`config.mk`:
```
export PLATFORM = sky130hd
export DESIGN_NAME = bet_settler
export DESIGN_NICKNAME = d
export VERILOG_FILES = /design/src/rtl/roulette_pkg.sv /design/src/rtl/bet_match.sv /design/src/rtl/bet_settler.sv
export SDC_FILE = /design/constraint.sdc
export NUM_CORES = 1
export LEC_CHECK = 0
export ABC_AREA = 0
export CAP_MARGIN = 20
export CORE_MARGIN = 2
export CORE_UTILIZATION = 25
export DETAILED_ROUTE_END_ITERATION = 10
export PLACE_DENSITY_LB_ADDON = 0.3
export SYNTH_ARGS = -nofsm -noshare
export SYNTH_HDL_FRONTEND = slang
export SYNTH_SLANG_ARGS = --single-unit
export TNS_END_PERCENT = 30
```
`constraint.sdc`:
```
create_clock -name clock -period 7.75 [get_ports clock]
set_input_delay 1.1625 -clock clock [delete_from_list [all_inputs] [get_ports clock]]
set_output_delay 1.1625 -clock clock [all_outputs]
set_load 0.1 [all_outputs]
```
`src/rtl/roulette_pkg.sv`:
```
// Shared roulette definitions: spin-result properties word layout, bet type codes,
// payout multipliers and the settler FSM state encoding.
package roulette_pkg;

    localparam int PROPS_W    = 14;
    localparam int NUM_LSB    = 0;
    localparam int NUM_W      = 6;
    localparam int RED_BIT    = 6;
    localparam int EVEN_BIT   = 7;
    localparam int HIGH_BIT   = 8;
    localparam int DOZEN_LSB  = 9;
    localparam int COLUMN_LSB = 11;
    localparam int SEL_W      = 2;
    localparam int ZERO_BIT   = 13;

    localparam int NUM_DOUBLE_ZERO = 37;

    localparam int MULT_STRAIGHT = 35;
    localparam int MULT_DOZEN    = 2;
    localparam int MULT_EVEN     = 1;

    typedef enum logic [3:0] {
        BT_STRAIGHT = 4'd0,
        BT_RED      = 4'd1,
        BT_BLACK    = 4'd2,
        BT_EVEN     = 4'd3,
        BT_ODD      = 4'd4,
        BT_LOW      = 4'd5,
        BT_HIGH     = 4'd6,
        BT_DOZEN    = 4'd7,
        BT_COLUMN   = 4'd8
    } bet_type_e;

    // Payout select: NONE means the bet pays nothing (lost or invalid).
    typedef enum logic [1:0] {
        MULT_NONE = 2'd0,
        MULT_X1   = 2'd1,
        MULT_X2   = 2'd2,
        MULT_X35  = 2'd3
    } mult_e;

    typedef enum logic [1:0] {
        ST_IDLE = 2'd0,
        ST_SCAN = 2'd1,
        ST_DONE = 2'd2
    } state_e;

endpackage

```
`src/rtl/bet_match.sv`:
```
// Combinational judge for one bet against a latched properties word; also usable
// standalone for "would this bet win" highlighting.
module bet_match
    import roulette_pkg::*;
(
    input  logic [PROPS_W-1:0] props,
    input  logic [3:0]         bet_type,
    input  logic [5:0]         bet_value,
    output logic               win,
    output logic [1:0]         mult
);

    logic             zero;
    logic [NUM_W-1:0] number;
    logic [SEL_W-1:0] dozen;
    logic [SEL_W-1:0] column;
    logic             sel_ok;

    assign zero   = props[ZERO_BIT];
    assign number = props[NUM_LSB +: NUM_W];
    assign dozen  = props[DOZEN_LSB +: SEL_W];
    assign column = props[COLUMN_LSB +: SEL_W];
    // Dozen/column selectors must be exactly 1..3; upper bits set means invalid.
    assign sel_ok = (bet_value >= 6'd1) && (bet_value <= 6'd3);

    always_comb begin
        win  = 1'b0;
        mult = MULT_NONE;
        case (bet_type)
            BT_STRAIGHT: begin
                win  = (number == bet_value);
                mult = MULT_X35;
            end
            BT_RED:   begin win = ~zero &  props[RED_BIT];  mult = MULT_X1; end
            BT_BLACK: begin win = ~zero & ~props[RED_BIT];  mult = MULT_X1; end
            BT_EVEN:  begin win = ~zero &  props[EVEN_BIT]; mult = MULT_X1; end
            BT_ODD:   begin win = ~zero & ~props[EVEN_BIT]; mult = MULT_X1; end
            BT_LOW:   begin win = ~zero & ~props[HIGH_BIT]; mult = MULT_X1; end
            BT_HIGH:  begin win = ~zero &  props[HIGH_BIT]; mult = MULT_X1; end
            BT_DOZEN: begin
                win  = sel_ok && (dozen == bet_value[SEL_W-1:0]);
                mult = MULT_X2;
            end
            BT_COLUMN: begin
                win  = sel_ok && (column == bet_value[SEL_W-1:0]);
                mult = MULT_X2;
            end
            default: begin
                win  = 1'b0;
                mult = MULT_NONE;
            end
        endcase
        if (!win) begin
            mult = MULT_NONE;
        end
    end

endmodule

```
`src/rtl/bet_settler.sv`:
```
// Bet table plus settlement engine: on each spin it walks the table one bet per
// cycle, streams per-bet results and accumulates the total payout.
module bet_settler
    import roulette_pkg::*;
#(
    parameter  int MAX_BETS = 16,
    parameter  int STAKE_W  = 16,
    parameter  int TOTAL_W  = 32,
    localparam int IW       = $clog2(MAX_BETS),
    localparam int CW       = IW + 1,
    localparam int AW       = STAKE_W + 6
) (
    input  logic               clock,
    input  logic               reset,
    input  logic               bet_wr_en,
    input  logic [3:0]         bet_type,
    input  logic [5:0]         bet_value,
    input  logic [STAKE_W-1:0] bet_stake,
    output logic               bet_ready,
    output logic [CW-1:0]      bet_count,
    input  logic               clear_bets,
    input  logic               props_valid,
    input  logic [31:0]        properties,
    output logic               busy,
    output logic               result_valid,
    output logic [IW-1:0]      result_idx,
    output logic               result_win,
    output logic [AW-1:0]      result_amount,
    output logic               done,
    output logic [TOTAL_W-1:0] total_payout,
    output logic [CW-1:0]      win_count
);

    logic [3:0]         tbl_type  [MAX_BETS];
    logic [5:0]         tbl_value [MAX_BETS];
    logic [STAKE_W-1:0] tbl_stake [MAX_BETS];

    state_e             state;
    state_e             state_next;
    logic [IW-1:0]      idx;
    logic [PROPS_W-1:0] props_q;
    logic [CW-1:0]      count_q;

    logic               wr_fire;
    logic               last_bet;
    logic               cur_win;
    logic [1:0]         cur_mult;
    logic [AW-1:0]      stake_ext;
    logic [AW-1:0]      cur_amount;
    logic               unused_props;

    assign unused_props = ^properties[31:PROPS_W];
    assign bet_count    = count_q;
    assign last_bet     = ({1'b0, idx} == (count_q - CW'(1)));
    // Spin and clear both take priority over a write in the same cycle.
    assign wr_fire      = bet_wr_en & bet_ready & ~props_valid & ~clear_bets;

    // State register
    always_ff @(posedge clock) begin
        if (reset) begin
            state <= ST_IDLE;
        end else begin
            state <= state_next;
        end
    end

    // Next-state logic
    always_comb begin
        state_next = state;
        case (state)
            ST_IDLE: begin
                if (props_valid) begin
                    state_next = (count_q == '0) ? ST_DONE : ST_SCAN;
                end
            end
            ST_SCAN: begin
                if (last_bet) begin
                    state_next = ST_DONE;
                end
            end
            ST_DONE: state_next = ST_IDLE;
            default: state_next = ST_IDLE;
        endcase
    end

    // Moore outputs
    always_comb begin
        busy      = (state != ST_IDLE);
        bet_ready = (state == ST_IDLE) && (count_q != CW'(MAX_BETS));
    end

    bet_match u_match (
        .props     (props_q),
        .bet_type  (tbl_type[idx]),
        .bet_value (tbl_value[idx]),
        .win       (cur_win),
        .mult      (cur_mult)
    );

    // Shift-add payouts: x36 = x32 + x4, x3 = x2 + x1, x2 = x1 << 1.
    assign stake_ext = AW'(tbl_stake[idx]);
    always_comb begin
        cur_amount = '0;
        case (cur_mult)
            MULT_X35: cur_amount = (stake_ext << 5) + (stake_ext << 2);
            MULT_X2:  cur_amount = (stake_ext << 1) + stake_ext;
            MULT_X1:  cur_amount = stake_ext << 1;
            default:  cur_amount = '0;
        endcase
    end

    // Table storage has no reset; only entries below count_q are ever read.
    always_ff @(posedge clock) begin
        if (wr_fire) begin
            tbl_type[count_q[IW-1:0]]  <= bet_type;
            tbl_value[count_q[IW-1:0]] <= bet_value;
            tbl_stake[count_q[IW-1:0]] <= bet_stake;
        end
    end

    always_ff @(posedge clock) begin
        if (reset) begin
            count_q       <= '0;
            idx           <= '0;
            props_q       <= '0;
            result_valid  <= 1'b0;
            result_idx    <= '0;
            result_win    <= 1'b0;
            result_amount <= '0;
            done          <= 1'b0;
            total_payout  <= '0;
            win_count     <= '0;
        end else begin
            result_valid <= 1'b0;
            done         <= 1'b0;
            case (state)
                ST_IDLE: begin
                    if (props_valid) begin
                        props_q      <= properties[PROPS_W-1:0];
                        total_payout <= '0;
                        win_count    <= '0;
                        idx          <= '0;
                    end else if (clear_bets) begin
                        count_q <= '0;
                    end else if (wr_fire) begin
                        count_q <= count_q + CW'(1);
                    end
                end
                ST_SCAN: begin
                    result_valid  <= 1'b1;
                    result_idx    <= idx;
                    result_win    <= cur_win;
                    result_amount <= cur_amount;
                    total_payout  <= total_payout + TOTAL_W'(cur_amount);
                    if (cur_win) begin
                        win_count <= win_count + CW'(1);
                    end
                    idx <= idx + IW'(1);
                end
                ST_DONE: begin
                    done <= 1'b1;
                end
                default: ;
            endcase
        end
    end

endmodule

```
==> metrics <==
number of global-route vias before repair 13,150; number of storage elements in the synthesis netlist 511; post-layout min period 7.17 ns; status finished, final reports clean; clock network latency to the later pin of the worst-skew pair 0.63 ns; Max Fclk 139 MHz; number of hold-slack violations in the final timing report 0; data arrival time of the worst path 7.65 ns; detailed-routing iteration count for the pre-antenna-repair pass 5; Least-Margin Pin Slew 1.11 ns; warning count from the yosys run 0; hold-fix buffer count after cts 0; share of post-route cells with drive strength above 1 17.9%; area share of the largest cell type after synthesis 56.3%; Setup TNS 0 ns; fraction of the cycle the final worst path needs 92.5%; total congestion overflow after global routing 0; TritonCTS clock tree done; number of diodes added for antenna fixing 0; number of endpoints failing setup at the final stage 0; unrepaired setup endpoints after global routing no; wire length of the first global-routing pass 85,400 µm; VDD IR-drop max 138 µV; core occupancy in the finished layout 30.3%; post-synth top area cell sky130_fd_sc_hd__edfxtp_1; input/output buffers 117; final routed DRC violation total 0; Slew Limit Headroom 25.5%; proportion of register bits with asynchronous set or reset after synthesis 0%; cells taking the most area after synthesis sky130_fd_sc_hd__edfxtp_1 56%, sky130_fd_sc_hd__mux4_2 12%, sky130_fd_sc_hd__dfxtp_1 8.6%; Detail Placement HPWL 34,800 µm; initial cell density of the core 25.2%; Area Growth Syn to Fin 20.2%; count of final max-slew check failures 0; number of vias after detailed routing 12,844; total number of nets in the final design 1,682; DR iter-0 viols 871; initial antenna violation count 5; leakage dissipation 8.74 nW; number of placed I/O pins 136; maximum count of clock buffers along a single path 3; post-layout power 5.89 mW; startpoint of the lowest-slack hold path result_amount[18]$_SDFFE_PP0P_; required time worst endpoint 8.23 ns; maximum number of pins on one net before global-route repair 68; most used standard cell by instance count after synthesis sky130_fd_sc_hd__edfxtp_1; kind of end point of the critical path register; average cell area after synthesis 15.7 µm²; number of flops mapped to enable cells by yosys 416; post-synth design cell area 0.0222 mm²; final hold slack 0.456 ns; average via count per standard cell 4.64; cell area after placement 0.0249 mm²; total length of routed wires 57,300 µm; Max-cap violations 0; net count of the mapped netlist 1,534; TritonCTS Buffers 54; register clock-pin slew on the reported worst setup and hold paths 0.06 ns; Finished Cell Area 0.0267 mm²; count of clock tree sinks 511; number of H-tree levels 2; setup clock skew after layout 0.0533 ns; die height 302 µm; global-route usage over all layers 12.5%; kind of critical path register to register; Pwr per Cell Area 221 mW/mm²; gp weighted congestion 0.856; placeable core region 0.0881 mm²; nature of the critical path startpoint register; WL per Instance 20.7 µm; sequential share of the synthesized area 64.9%; cell at the root of the clock tree sky130_fd_sc_hd__clkbuf_16; Site Rows 109; number of distinct library cells after synthesis 68; most numerous cell types in the synthesized netlist 416 x sky130_fd_sc_hd__edfxtp_1, 121 x sky130_fd_sc_hd__nor2_1, 119 x sky130_fd_sc_hd__mux4_2; Die Area 0.0911 mm²; synthesized instance count 1,410; primary flip-flop cell chosen by synthesis mapping sky130_fd_sc_hd__edfxtp_1; class of the tightest hold or removal check register to register; remaining antenna violation count after routing 0; maximum fanout count along the critical path 27; floorplan die width 302 µm
==> sequential cells by signal (all words and copies together), names as in the netlist, 2 cells and up, named ones only <==
signal,count
idx,4
tbl_value,96
tbl_stake,256
result_idx,4
state,2
total_payout,32
tbl_type,64
win_count,5
props_q,14
result_amount,22
bet_count,5
==> power breakdown <==
| part | internal (mW) | switching (mW) |
|---|---|---|
| sequential | 2.98 | 0.0123 |
| clock | 1.45 | 1.07 |
| combinational | 0.136 | 0.239 |
| total | 4.57 | 1.33 |
==> per-layer routing <==
layer,GRT usage [%],vias to the layer above,part of all wire (%)
met4,2.75,4,1.6
li1,-,5842,-
met2,21.1,274,48
met5,0,-,0.047
met1,16.9,6639,45
met3,2.20,85,4.7
==> worst paths after layout <==
kind,endpoint,slack (ns),cells past startpoint
min reg2reg,result_amount[18]$_SDFFE_PP0P_,0.46,2
min,result_amount[18]$_SDFFE_PP0P_,0.46,2
max reg2reg,total_payout[27]$_SDFFE_PP0P_,0.58,24
max,total_payout[27]$_SDFFE_PP0P_,0.58,24
==> area by class of cell <==
class / instances / area, µm²
timing repair buffer: 150 / 1430
clock inverter: 32 / 315
inverter: 20 / 75.1
sequential: 511 / 14400
multi-input combinational: 821 / 7550
clock buffer: 67 / 1430
fill: 8768 / 61400
tap: 1165 / 1460
==> kinds of logic (layout without fill, tap and decap cells) <==
kind of cell / Yosys count / in the layout / synth area share [%]
and+or+nand+nor: 300 / 300 / 6.27
AOI/OAI and AO/OA: 244 / 244 / 7.59
muxes: 151 / 151 / 13.6
DFF: 511 / 511 / 64.9
adders and majority gates: 61 / 61 / 3.54
buffers and inverters: 78 / 269 / 1.58
xor gates and xnor gates: 65 / 65 / 2.57
==> through the flow <==
stage          setup WS, ns  instances
2_1_floorplan         0.783       1410
3_3_place_gp          0.578       2666
3_5_place_dp          0.606       2666
4_1_cts               0.540       2765
5_1_grt              0.0543       2766
6_report              0.580       2766
==> timing repair <==
action	in CTS	in global routing
gates resized for setup	0	1
setup buffers	0	0
setup endpoints to repair	0	3
==> critical path, stage by stage, from the launching register on <==
cell	delay, ns
sky130_fd_sc_hd__dfxtp_4	0.48
sky130_fd_sc_hd__buf_12	0.29
sky130_fd_sc_hd__mux4_2	0.55
sky130_fd_sc_hd__mux4_2	0.63
sky130_fd_sc_hd__ha_1	0.29
sky130_fd_sc_hd__a21o_1	0.18
sky130_fd_sc_hd__a21o_1	0.20
sky130_fd_sc_hd__a2111oi_0	0.65
sky130_fd_sc_hd__nor3_1	0.18
sky130_fd_sc_hd__a2111oi_0	0.70
sky130_fd_sc_hd__nor2_1	0.14
sky130_fd_sc_hd__xnor2_1	0.16
sky130_fd_sc_hd__a22oi_1	0.15
sky130_fd_sc_hd__o21ai_0	0.22
sky130_fd_sc_hd__ha_1	0.42
sky130_fd_sc_hd__a21o_1	0.22
sky130_fd_sc_hd__a21o_1	0.18
sky130_fd_sc_hd__a21o_1	0.18
sky130_fd_sc_hd__a21oi_1	0.13
sky130_fd_sc_hd__o21ai_0	0.09
sky130_fd_sc_hd__a21o_1	0.18
sky130_fd_sc_hd__o21ai_1	0.46
sky130_fd_sc_hd__nor2_1	0.11
sky130_fd_sc_hd__xnor2_1	0.17
sky130_fd_sc_hd__nor2_1	0.05
==> cells in the final DEF, fill, tap and decap left out, drive strengths merged, types with 44 or more instances in the layout <==
master	netlist	layout
a21oi	61	61
edfxtp	416	416
dfxtp	95	95
nand2	82	82
clkdlybuf4s50	0	116
o21ai	44	44
clkbuf	33	67
nor2	121	121
mux4	119	119
ha	58	58
Note: power is estimated with default switching activity, not from simulation.
